`src/rtl/dc_port_if.sv`:
```
// dc_port_if: bundles the store/load-buffer request/response signals and the
// byte-wide synchronous RAM signals of dc_port.
//   master : requester/RAM side (drives iSLB_*, iRAM_dt; observes o*)
//   slave  : dc_port side
// iSLB_len encoding: 2'd0 = one byte, 2'd1 = two bytes, 2'd2 = four bytes,
// 2'd3 is illegal and handled as four bytes.
interface dc_port_if #(
  parameter int unsigned NickW = 4
);
  // Store/load buffer request
  logic             iSLB_en;
  logic             iSLB_ls;    // 0 = load, 1 = store
  logic [NickW-1:0] iSLB_nick;
  logic [1:0]       iSLB_len;
  logic [31:0]      iSLB_addr;
  logic [31:0]      iSLB_dt;
  // Store/load buffer response
  logic             oSLB_rdy;
  logic             oSLB_done;
  logic [NickW-1:0] oSLB_nick;
  logic [31:0]      oSLB_dt;
  // Byte RAM
  logic [31:0]      oRAM_addr;
  logic             oRAM_wr;
  logic [7:0]       oRAM_dt;
  logic [7:0]       iRAM_dt;

  modport master (
    output iSLB_en, iSLB_ls, iSLB_nick, iSLB_len, iSLB_addr, iSLB_dt, iRAM_dt,
    input  oSLB_rdy, oSLB_done, oSLB_nick, oSLB_dt, oRAM_addr, oRAM_wr, oRAM_dt
  );

  modport slave (
    input  iSLB_en, iSLB_ls, iSLB_nick, iSLB_len, iSLB_addr, iSLB_dt, iRAM_dt,
    output oSLB_rdy, oSLB_done, oSLB_nick, oSLB_dt, oRAM_addr, oRAM_wr, oRAM_dt
  );
endinterface

```
`src/rtl/dc_port.sv`:
```
// dc_port: single-request data-cache port. Serialises 1/2/4-byte loads and
// stores from the store/load buffer onto a byte-wide RAM with one-cycle read
// latency. Addresses need no alignment and wrap at 32 bits.
// Ports:
//   clk  - clock, all state changes on posedge
//   rst  - asynchronous active-low reset
//   rdy  - global enable; 0 stalls the port (registers hold, RAM write masked)
//   clr  - synchronous flush; aborts loads, never aborts a committed store,
//          blocks acceptance while idle
//   bus  - dc_port_if slave modport (request, response and RAM signals)
// Timing (edge 0 = accept edge):
//   store : byte k written in the cycle after edge k, idle after edge len
//   load  : address addr+k after edge k, byte k captured at edge k+2,
//           one-cycle oSLB_done after edge len+1
module dc_port #(
  parameter int unsigned NickW = 4
) (
  input logic      clk,
  input logic      rst,
  input logic      rdy,
  input logic      clr,
  dc_port_if.slave bus
);

  localparam logic [1:0] LenOne = 2'd0;
  localparam logic [1:0] LenTwo = 2'd1;

  typedef enum logic [1:0] {StIdle, StLoad, StStore} state_e;

  // Decoded byte count; anything other than one/two is four bytes.
  function automatic logic [2:0] len_bytes(input logic [1:0] len);
    case (len)
      LenOne:  len_bytes = 3'd1;
      LenTwo:  len_bytes = 3'd2;
      default: len_bytes = 3'd4;
    endcase
  endfunction

  state_e           r_state;
  logic [2:0]       r_cnt;      // store: byte driven; load: edges since (re)start
  logic [2:0]       r_len;
  logic [NickW-1:0] r_nick;
  logic [31:0]      r_addr;
  logic [31:0]      r_dt;
  logic [31:0]      r_res;
  logic             r_stall;    // a load saw rdy=0 and must refetch from byte 0
  logic             r_done;
  logic [NickW-1:0] r_nick_o;
  logic [31:0]      r_dt_o;
  logic [31:0]      r_ram_addr;
  logic             r_ram_wr;
  logic [7:0]       r_ram_dt;

  logic             w_slb_rdy;
  logic             w_accept;
  logic [2:0]       w_cnt_nx;
  logic [1:0]       w_idx;
  logic [31:0]      w_res_cap;
  logic [7:0]       w_st_byte;

  assign w_slb_rdy = (r_state == StIdle) && rdy && !clr;
  assign w_accept  = bus.iSLB_en && w_slb_rdy;
  assign w_cnt_nx  = r_cnt + 3'd1;
  // Byte arriving now was addressed two edges ago, i.e. index r_cnt-1.
  assign w_idx     = r_cnt[1:0] - 2'd1;
  assign w_res_cap = r_res | (32'(bus.iRAM_dt) << {w_idx, 3'b000});
  assign w_st_byte = 8'(r_dt >> {w_cnt_nx[1:0], 3'b000});

  assign bus.oSLB_rdy  = w_slb_rdy;
  assign bus.oSLB_done = r_done;
  assign bus.oSLB_nick = r_nick_o;
  assign bus.oSLB_dt   = r_dt_o;
  assign bus.oRAM_addr = r_ram_addr;
  // A stalled store keeps its byte registered but must not write it.
  assign bus.oRAM_wr   = r_ram_wr & rdy;
  assign bus.oRAM_dt   = r_ram_dt;

  always_ff @(posedge clk or negedge rst) begin
    if (!rst) begin
      r_state    <= StIdle;
      r_cnt      <= 3'd0;
      r_len      <= 3'd0;
      r_nick     <= '0;
      r_addr     <= 32'd0;
      r_dt       <= 32'd0;
      r_res      <= 32'd0;
      r_stall    <= 1'b0;
      r_done     <= 1'b0;
      r_nick_o   <= '0;
      r_dt_o     <= 32'd0;
      r_ram_addr <= 32'd0;
      r_ram_wr   <= 1'b0;
      r_ram_dt   <= 8'd0;
    end else begin
      // Completion is a pulse, so it never holds across a stall.
      r_done <= 1'b0;
      if (rdy) begin
        unique case (r_state)
          StIdle: begin
            if (w_accept) begin
              r_nick     <= bus.iSLB_nick;
              r_len      <= len_bytes(bus.iSLB_len);
              r_addr     <= bus.iSLB_addr;
              r_dt       <= bus.iSLB_dt;
              r_cnt      <= 3'd0;
              r_res      <= 32'd0;
              r_stall    <= 1'b0;
              r_ram_addr <= bus.iSLB_addr;
              if (bus.iSLB_ls) begin
                r_state  <= StStore;
                r_ram_wr <= 1'b1;
                r_ram_dt <= bus.iSLB_dt[7:0];
              end else begin
                r_state  <= StLoad;
                r_ram_wr <= 1'b0;
              end
            end
          end

          // clr is deliberately ignored: a store is committed once accepted.
          StStore: begin
            if (w_cnt_nx == r_len) begin
              r_state  <= StIdle;
              r_cnt    <= 3'd0;
              r_ram_wr <= 1'b0;
            end else begin
              r_cnt      <= w_cnt_nx;
              r_ram_addr <= r_addr + 32'(w_cnt_nx);
              r_ram_dt   <= w_st_byte;
            end
          end

          StLoad: begin
            if (clr) begin
              r_state <= StIdle;
              r_cnt   <= 3'd0;
              r_stall <= 1'b0;
            end else if (r_stall) begin
              // Bytes fetched before the stall are not trusted; start over.
              r_stall    <= 1'b0;
              r_cnt      <= 3'd0;
              r_res      <= 32'd0;
              r_ram_addr <= r_addr;
            end else begin
              if (r_cnt != 3'd0) begin
                r_res <= w_res_cap;
              end
              if (r_cnt == r_len) begin
                r_state  <= StIdle;
                r_cnt    <= 3'd0;
                r_done   <= 1'b1;
                r_nick_o <= r_nick;
                r_dt_o   <= w_res_cap;
              end else begin
                r_cnt <= w_cnt_nx;
                if (w_cnt_nx < r_len) begin
                  r_ram_addr <= r_addr + 32'(w_cnt_nx);
                end
              end
            end
          end

          default: r_state <= StIdle;
        endcase
      end else if (r_state == StLoad) begin
        r_stall <= 1'b1;
      end
    end
  end

endmodule

```
`src/flat_wrapper.sv`:
```
// flat-port wrapper written by rule: the top's interface ports become plain ports
module dc_port_flat 
#(
  parameter int unsigned NickW = 4
)
  (clk, rst, rdy, clr, bus_iSLB_en, bus_iSLB_ls, bus_iSLB_nick, bus_iSLB_len, bus_iSLB_addr, bus_iSLB_dt, bus_iRAM_dt, bus_oSLB_rdy, bus_oSLB_done, bus_oSLB_nick, bus_oSLB_dt, bus_oRAM_addr, bus_oRAM_wr, bus_oRAM_dt);
  dc_port_if #(.NickW(NickW)) bus_i ();
  input logic clk;
  input logic rst;
  input logic rdy;
  input logic clr;
  input wire logic [$bits(bus_i.iSLB_en)-1:0] bus_iSLB_en;
  input wire logic [$bits(bus_i.iSLB_ls)-1:0] bus_iSLB_ls;
  input wire logic [$bits(bus_i.iSLB_nick)-1:0] bus_iSLB_nick;
  input wire logic [$bits(bus_i.iSLB_len)-1:0] bus_iSLB_len;
  input wire logic [$bits(bus_i.iSLB_addr)-1:0] bus_iSLB_addr;
  input wire logic [$bits(bus_i.iSLB_dt)-1:0] bus_iSLB_dt;
  input wire logic [$bits(bus_i.iRAM_dt)-1:0] bus_iRAM_dt;
  output wire logic [$bits(bus_i.oSLB_rdy)-1:0] bus_oSLB_rdy;
  output wire logic [$bits(bus_i.oSLB_done)-1:0] bus_oSLB_done;
  output wire logic [$bits(bus_i.oSLB_nick)-1:0] bus_oSLB_nick;
  output wire logic [$bits(bus_i.oSLB_dt)-1:0] bus_oSLB_dt;
  output wire logic [$bits(bus_i.oRAM_addr)-1:0] bus_oRAM_addr;
  output wire logic [$bits(bus_i.oRAM_wr)-1:0] bus_oRAM_wr;
  output wire logic [$bits(bus_i.oRAM_dt)-1:0] bus_oRAM_dt;
  assign bus_i.iSLB_en = bus_iSLB_en;
  assign bus_i.iSLB_ls = bus_iSLB_ls;
  assign bus_i.iSLB_nick = bus_iSLB_nick;
  assign bus_i.iSLB_len = bus_iSLB_len;
  assign bus_i.iSLB_addr = bus_iSLB_addr;
  assign bus_i.iSLB_dt = bus_iSLB_dt;
  assign bus_i.iRAM_dt = bus_iRAM_dt;
  assign bus_oSLB_rdy = bus_i.oSLB_rdy;
  assign bus_oSLB_done = bus_i.oSLB_done;
  assign bus_oSLB_nick = bus_i.oSLB_nick;
  assign bus_oSLB_dt = bus_i.oSLB_dt;
  assign bus_oRAM_addr = bus_i.oRAM_addr;
  assign bus_oRAM_wr = bus_i.oRAM_wr;
  assign bus_oRAM_dt = bus_i.oRAM_dt;
  dc_port #(.NickW(NickW)) u_core (.clk(clk), .rst(rst), .rdy(rdy), .clr(clr), .bus(bus_i));
endmodule
```
`config.mk`:
```
export PLATFORM = sky130hd
export DESIGN_NAME = dc_port_flat
export DESIGN_NICKNAME = d
export VERILOG_FILES = /design/src/rtl/dc_port_if.sv /design/src/rtl/dc_port.sv /design/src/flat_wrapper.sv
export SDC_FILE = /design/constraint.sdc
export NUM_CORES = 1
export LEC_CHECK = 0
export BUFFER_PORTS_ARGS = -buffer_cell sky130_fd_sc_hd__buf_2
export CAP_MARGIN = 30
export CORE_MARGIN = 2
export CORE_UTILIZATION = 56
export DETAILED_ROUTE_END_ITERATION = 8
export PLACE_DENSITY_LB_ADDON = 0.08
export SLEW_MARGIN = 30
export SYNTH_ARGS = -nofsm -noshare
export SYNTH_HDL_FRONTEND = slang
export SYNTH_SLANG_ARGS = --single-unit
```
`constraint.sdc`:
```
create_clock -name clk -period 3.6 [get_ports clk]
set_input_delay 0.36 -clock clk [delete_from_list [all_inputs] [get_ports clk]]
set_output_delay 0.36 -clock clk [all_outputs]
set_load 0.005 [all_outputs]
```
[Yosys cells after proc, flatten, opt, wreduce, memory -nomap -nowiden]
Cells that the tools add are included.
Word-level totals
  logic and storage cells: 103
  register bits after elaboration: 187
  output and inout bits: 79
  input bits: 84
Cells by class
  shifts and indexed selects: 2
  $lt $le $gt $ge: 1
  bitwise logic cells: 4
  $add $sub $neg: 3
  muxes and demuxes: 43
  reductions and logical operators: 20
  equal/unequal tests: 16
Operator list (count)
  32-bit two-way mux: 10
  32-bit case mux with 3 select lines: 1
  32-bit case mux with 2 select lines: 1
  32-bit by 3-bit adder with 32-bit output: 1
  32-bit OR: 1
  8-bit by 5-bit << shifter with 32-bit output: 1
  32-bit by 5-bit right shift with 8-bit output: 1
  8-bit two-way mux: 3
  5-bit AND reduction: 4
  8-bit case mux with 2 select lines: 1
  3-bit two-way mux: 5
  2-bit two-way mux: 6
  1-bit two-way mux: 11
  3-bit by 2-bit inequality test with 1-bit output (second input constant): 3
  3-bit case mux with 3 select lines: 1
  3-bit AND reduction: 3
  7-bit AND reduction: 1
  3-bit equality test: 2
  2-bit inequality test (second input constant): 3
  3-bit by 1-bit inequality test with 1-bit output (second input constant): 2
  2-bit case mux with 3 select lines: 1
  3-bit case mux with 2 select lines: 1
  2-bit nonzero test: 3
  3-bit nonzero test: 2
  14 further kinds: 21

[Depth between registers and ports, before layout]
  depth in word-level cells: 7
  gate-level depth with buffers: 13

[Worst setup path before layout]
Ideal clock, no wire load.
  path type: register to register
  start point: reg u_core.r_cnt[0]
  end point: reg u_core.r_ram_addr[23] (netlist: u_core.bus.oRAM_addr[23])
  library setup time: 0.124 ns
  slack: 0.589 ns
  data arrival time: 2.887 ns
  stages on the path, launching flop included: 12
  path through: dfrtp_1 > buf_2 > inv_1 > ha_1 > ha_1 > nand3_1 > a2111oi_4 > buf_6 > a41oi_1 > o21ai_0 > o41ai_1 > a211o_1
Between the ends
  cells in the longest elaborated chain, start to end: 7
  elaborated cells between the ends (all ways): 15
  those cells by class: 2 x add/sub; 1 x order compare; 5 x eq/ne; 6 x mux; 1 x reduce/logical
RTL lines
  start: declaration: RTL line dc_port.sv:40  | logic [2:0] r_cnt;
  start signal: assignment: RTL line dc_port.sv:127  | r_cnt <= w_cnt_nx;
  start signal: assignment: RTL line dc_port.sv:155  | r_cnt <= w_cnt_nx;
  3-bit by 1-bit adder with 3-bit output: RTL line dc_port.sv:63  | assign w_cnt_nx = r_cnt + 3'd1;
  32-bit by 3-bit adder with 32-bit output: RTL line dc_port.sv:128, dc_port.sv:157
  32-bit two-way mux: RTL line dc_port.sv:156  | if (w_cnt_nx < r_len) begin
  32-bit two-way mux: RTL line dc_port.sv:148  | if (r_cnt == r_len) begin
  32-bit two-way mux: RTL line dc_port.sv:138  | end else if (r_stall) begin
  32-bit two-way mux: RTL line dc_port.sv:134  | if (clr) begin
  32-bit case mux with 3 select lines: RTL line dc_port.sv:98  | unique case (r_state)
  end signal: assignment: RTL line dc_port.sv:108  | r_ram_addr <= bus.iSLB_addr;
  end signal: assignment: RTL line dc_port.sv:143  | r_ram_addr <= r_addr;
  end signal: assignment: RTL line dc_port.sv:157  | r_ram_addr <= r_addr + 32'(w_cnt_nx);
  end: declaration: RTL line dc_port.sv:50  | logic [31:0] r_ram_addr;
Parallel ways exist; a longest one is shown, timed or not. The select of a mux whose other input is x is not followed.
A chain may end at the register's enable or synchronous reset.

[Final worst setup path]
  start point: reg u_core.r_cnt[0]
  end point: reg u_core.r_ram_addr[19] (netlist: u_core.bus.oRAM_addr[19])
The elaborated chain is that of the path after synthesis.

==> key figures <==
Timing
  – RSZ-0062 raised after global routing: false
  – Peak Freq: 309 MHz
  – Hold Slack: -0.0188 ns
  – Final Slew Violations: 0
  – Sum of negative setup slack: 0 ns
  – Relative slew slack: 33.3%
  – Final worst path period share: between 80 and 90%
  – # setup viols final: 0
  – Hold Fails Final Rpt: 14
  – Worst slew pin tran: 0.999 ns
  – Post-layout min period: 3.23 ns
  – Final Skew: 0.0120 ns

Power
  – Power per Cell Area: a little under 900 nW/um2
  – Lkg Pwr: 0.00488 uW
  – Worst VDD drop: 0.000430 V

GRT
  – Total grt overflow: 0
  – Initial antenna violation count: 0
  – Vias in the first global route: 6533
  – Gr usage total: 25.2%
  – First-pass GRT wire length: 33400 um
  – Largest net degree at the start of global routing: around 100

Run status
  – Status: finished, violations left
  – Failing checks: hold timing

Drt
  – Final ANT Viol Nets: 0
  – Initial drt markers: 551
  – Routed via count: between 7000 and 8000
  – WL per Instance: about 17 um
  – DRC viols: 0
  – Drt total wl: 20900 um
  – Vias per std cell: 5.77
  – Drt first pass iters: 5

Floorplan
  – Row cnt: 46
  – Core area: ~16000 um2
  – Die Ht: 131 um
  – Die Wd: 131 um
  – Initial Util: 56.9%
  – # IOs: 163
  – Die area: 17000 um2

Clock network
  – Level count of the clock H-tree: 4
  – Hold buffers post-CTS: 0
  – CTS tree: done
  – Post-cts resize count: 0
  – Cts bufs inserted: 17
  – Setup Fix Bufs, Post-CTS: 0
  – Clock buffer depth: 2
  – Clock sinks: between 150 and 200
  – Clock Latency Late Sink: 0.43 ns
  – Clock transition at path regs: roughly 0.07 ns
  – CTS Root Cell: clkbuf_16

Min path
  – Hold Crit Class: primary input to async pin

Finish
  – Combined area of the multi-input logic cells: 3990 um2
  – Area Overhead vs Synth: 17.2%
  – Share of post-route cells with drive strength above 1: 30.1%
  – Filler cell count in the final layout: 1341
  – ANT cells: 0
  – Nets: 1086
  – Register Area: ~4700 um2

Synth
  – FFs w/ async S/R, synth: 100%
  – Synth Net Count: about 950
  – Cell area after synthesis: 8970 um2
  – Post-synth EDFFs: 0
  – Post-synthesis average cell area: about 10 um2
  – Mapped Cells: approximately 860
  – Primary FF master, synth: dfrtp_1
  – Sequential share of the synthesized area: 52.2%
  – Flops & latches, synth: 187
  – Library cells used by synthesis: 63
  – Warnings, synthesis: 0

Job
  – Max-cap violations: 0

Setup path
  – Slowest-stage cell, CP: a2111oi_4
  – Worst setup EP type: flip-flop
  – Sequence of cells on the critical path: inv_1 -> ha_1 -> buf_4 -> ha_1 -> nand3_1 -> a2111oi_4 -> buf_4 -> and4_1 -> o21ai_0 -> a221oi_1 -> o31ai_1
  – Worst setup SP type: flip-flop
  – Worst Path Required: 3.88 ns
  – Critical Path AT: 3.52 ns
  – Max FO, Critical Path: 17
  – Slowest stage delay, CP: between 0.4 and 0.5 ns
  – Crit Path Category: flip-flop to flip-flop

Place
  – Port Buffers: 162
  – Placer congestion estimate: just over 0.9
  – DPL Wire Length: 14200 um
[layout make-up]
class | instances | share of cell area, %
clock inverters | 13 | 1.02
multi-input cells | 592 | 37.9
inverters | 16 | 0.571
well taps | 216 | 2.57
clock buffers | 19 | 4.31
repair buffers | 175 | 9.08
flip-flops and latches | 187 | 44.5
[registers in the layout, summed over array words and instances (netlist names)]
register and count:
u_core.bus.oRAM_addr 32, u_core.bus.oRAM_dt 8, u_core.bus.oSLB_done 1, u_core.bus.oSLB_dt 32, u_core.bus.oSLB_nick 4, u_core.r_addr 32, u_core.r_cnt 3, u_core.r_dt 32
u_core.r_len 3, u_core.r_nick 4, u_core.r_ram_wr 1, u_core.r_res 32, u_core.r_stall 1, u_core.r_state 2
[per-stage QoR]
stage | instance area [um2] | worst slack, ns | power, uW | cells | util (%)
floorplan | 8970 | 0.589 | 6110 | 857 | -
global placement | 9950 | 0.510 | 7270 | 1186 | 63.1
detailed placement | 9950 | 0.352 | 7360 | 1186 | 63.1
CTS | 10500 | 0.347 | 9170 | 1218 | 66.7
global route | 10500 | 0.106 | 9790 | 1218 | 66.7
finish | 10500 | 0.366 | 9120 | 1218 | 66.7
[cell families after synthesis]
group                    after synthesis  share of synthesized area, %
AO/OA/AOI/OAI                        236                          16.1
XOR/XNOR                               8                         0.781
adder cells (fa/ha/maj)               13                          1.90
buffers and inverters                 78                          3.60
flip-flops                           187                          52.2
multiplexers                          94                          12.6
AND/OR/NAND/NOR                      241                          12.8
[worst paths after layout]
check / depth (start not counted) / to / slack (ns) / from
setup / recovery: 11 / u_core.bus.oRAM_addr[19] / 0.37 / u_core.r_cnt[0]
hold / removal: 1 / u_core.bus.oRAM_addr[22] / -0.02 / rst
setup reg to reg: 11 / u_core.bus.oRAM_addr[19] / 0.37 / u_core.r_cnt[0]
hold reg to reg: 2 / u_core.bus.oRAM_addr[16] / 0.48 / u_core.bus.oRAM_addr[16]
max in group asynchronous: 2 / u_core.r_dt[7] / 2.65 / rst
min in group clk: 2 / u_core.r_len[0] / 0.13 / bus_iSLB_len[0]
[cell usage in the layout (no fill, tap or decap), drive strengths merged, types with 6 or more instances in the layout]
cell,netlist,layout
clkbuf,45,20
mux2i,12,12
a21o,7,7
a31oi,13,13
nor2,110,110
dfrtp,187,187
o311ai,9,9
mux2,74,74
buf,17,174
a21oi,117,117
a221oi,8,8
nand4,19,19
o31ai,12,12
ha,12,12
nor2b,9,9
nand2b,6,6
o21ai,37,37
nand3,11,11
nor3,7,7
nand2,51,51
mux4,8,8
inv,16,22
[routing by layer]
| metal | share of wire (%) | vias up | track usage, % |
|---|---|---|---|
| li1 | - | 3363 | - |
| met1 | 45 | 3410 | 35.0 |
| met2 | 48 | 231 | 40.2 |
| met3 | 5.6 | 25 | 5.33 |
| met4 | 1.3 | 0 | 7.57 |
| met5 | 0 | - | 0 |
[synth_stat cells, drive strengths merged, types with 5 or more instances]
cell type / count / area share, %
o311ai: 9 / 0.88
nand4: 19 / 1.6
a21o: 7 / 0.59
nor2b: 9 / 0.63
nand3: 11 / 0.61
clkbuf: 45 / 2.0
a21oi: 117 / 6.5
nor2: 110 / 4.6
a31oi: 13 / 0.91
mux2i: 12 / 1.3
and2: 5 / 0.35
mux2: 74 / 9.3
ha: 12 / 1.7
a221oi: 8 / 0.78
mux4: 8 / 2.0
buf: 17 / 0.93
inv: 16 / 0.67
o31ai: 12 / 1.0
o21ai: 37 / 2.1
a22o: 5 / 0.49
nand2b: 6 / 0.42
nor3: 7 / 0.45
dfrtp: 187 / 52
nand2: 51 / 2.2
[where the power goes]
part	switching (uW)	internal (uW)
Clock	852	940
Combinational	1900	1660
Sequential	714	3050
[worst max-delay path: cells and delay by family (launching register included)]
kind | cells | cell delay (ns)
AND/OR/NAND/NOR | 2 | 0.36
flip-flops | 1 | 0.47
AO/OA/AOI/OAI | 4 | 0.95
adder cells (fa/ha/maj) | 2 | 0.64
buffers and inverters | 3 | 0.66
No activity file was read; power rests on OpenSTA's default activity.
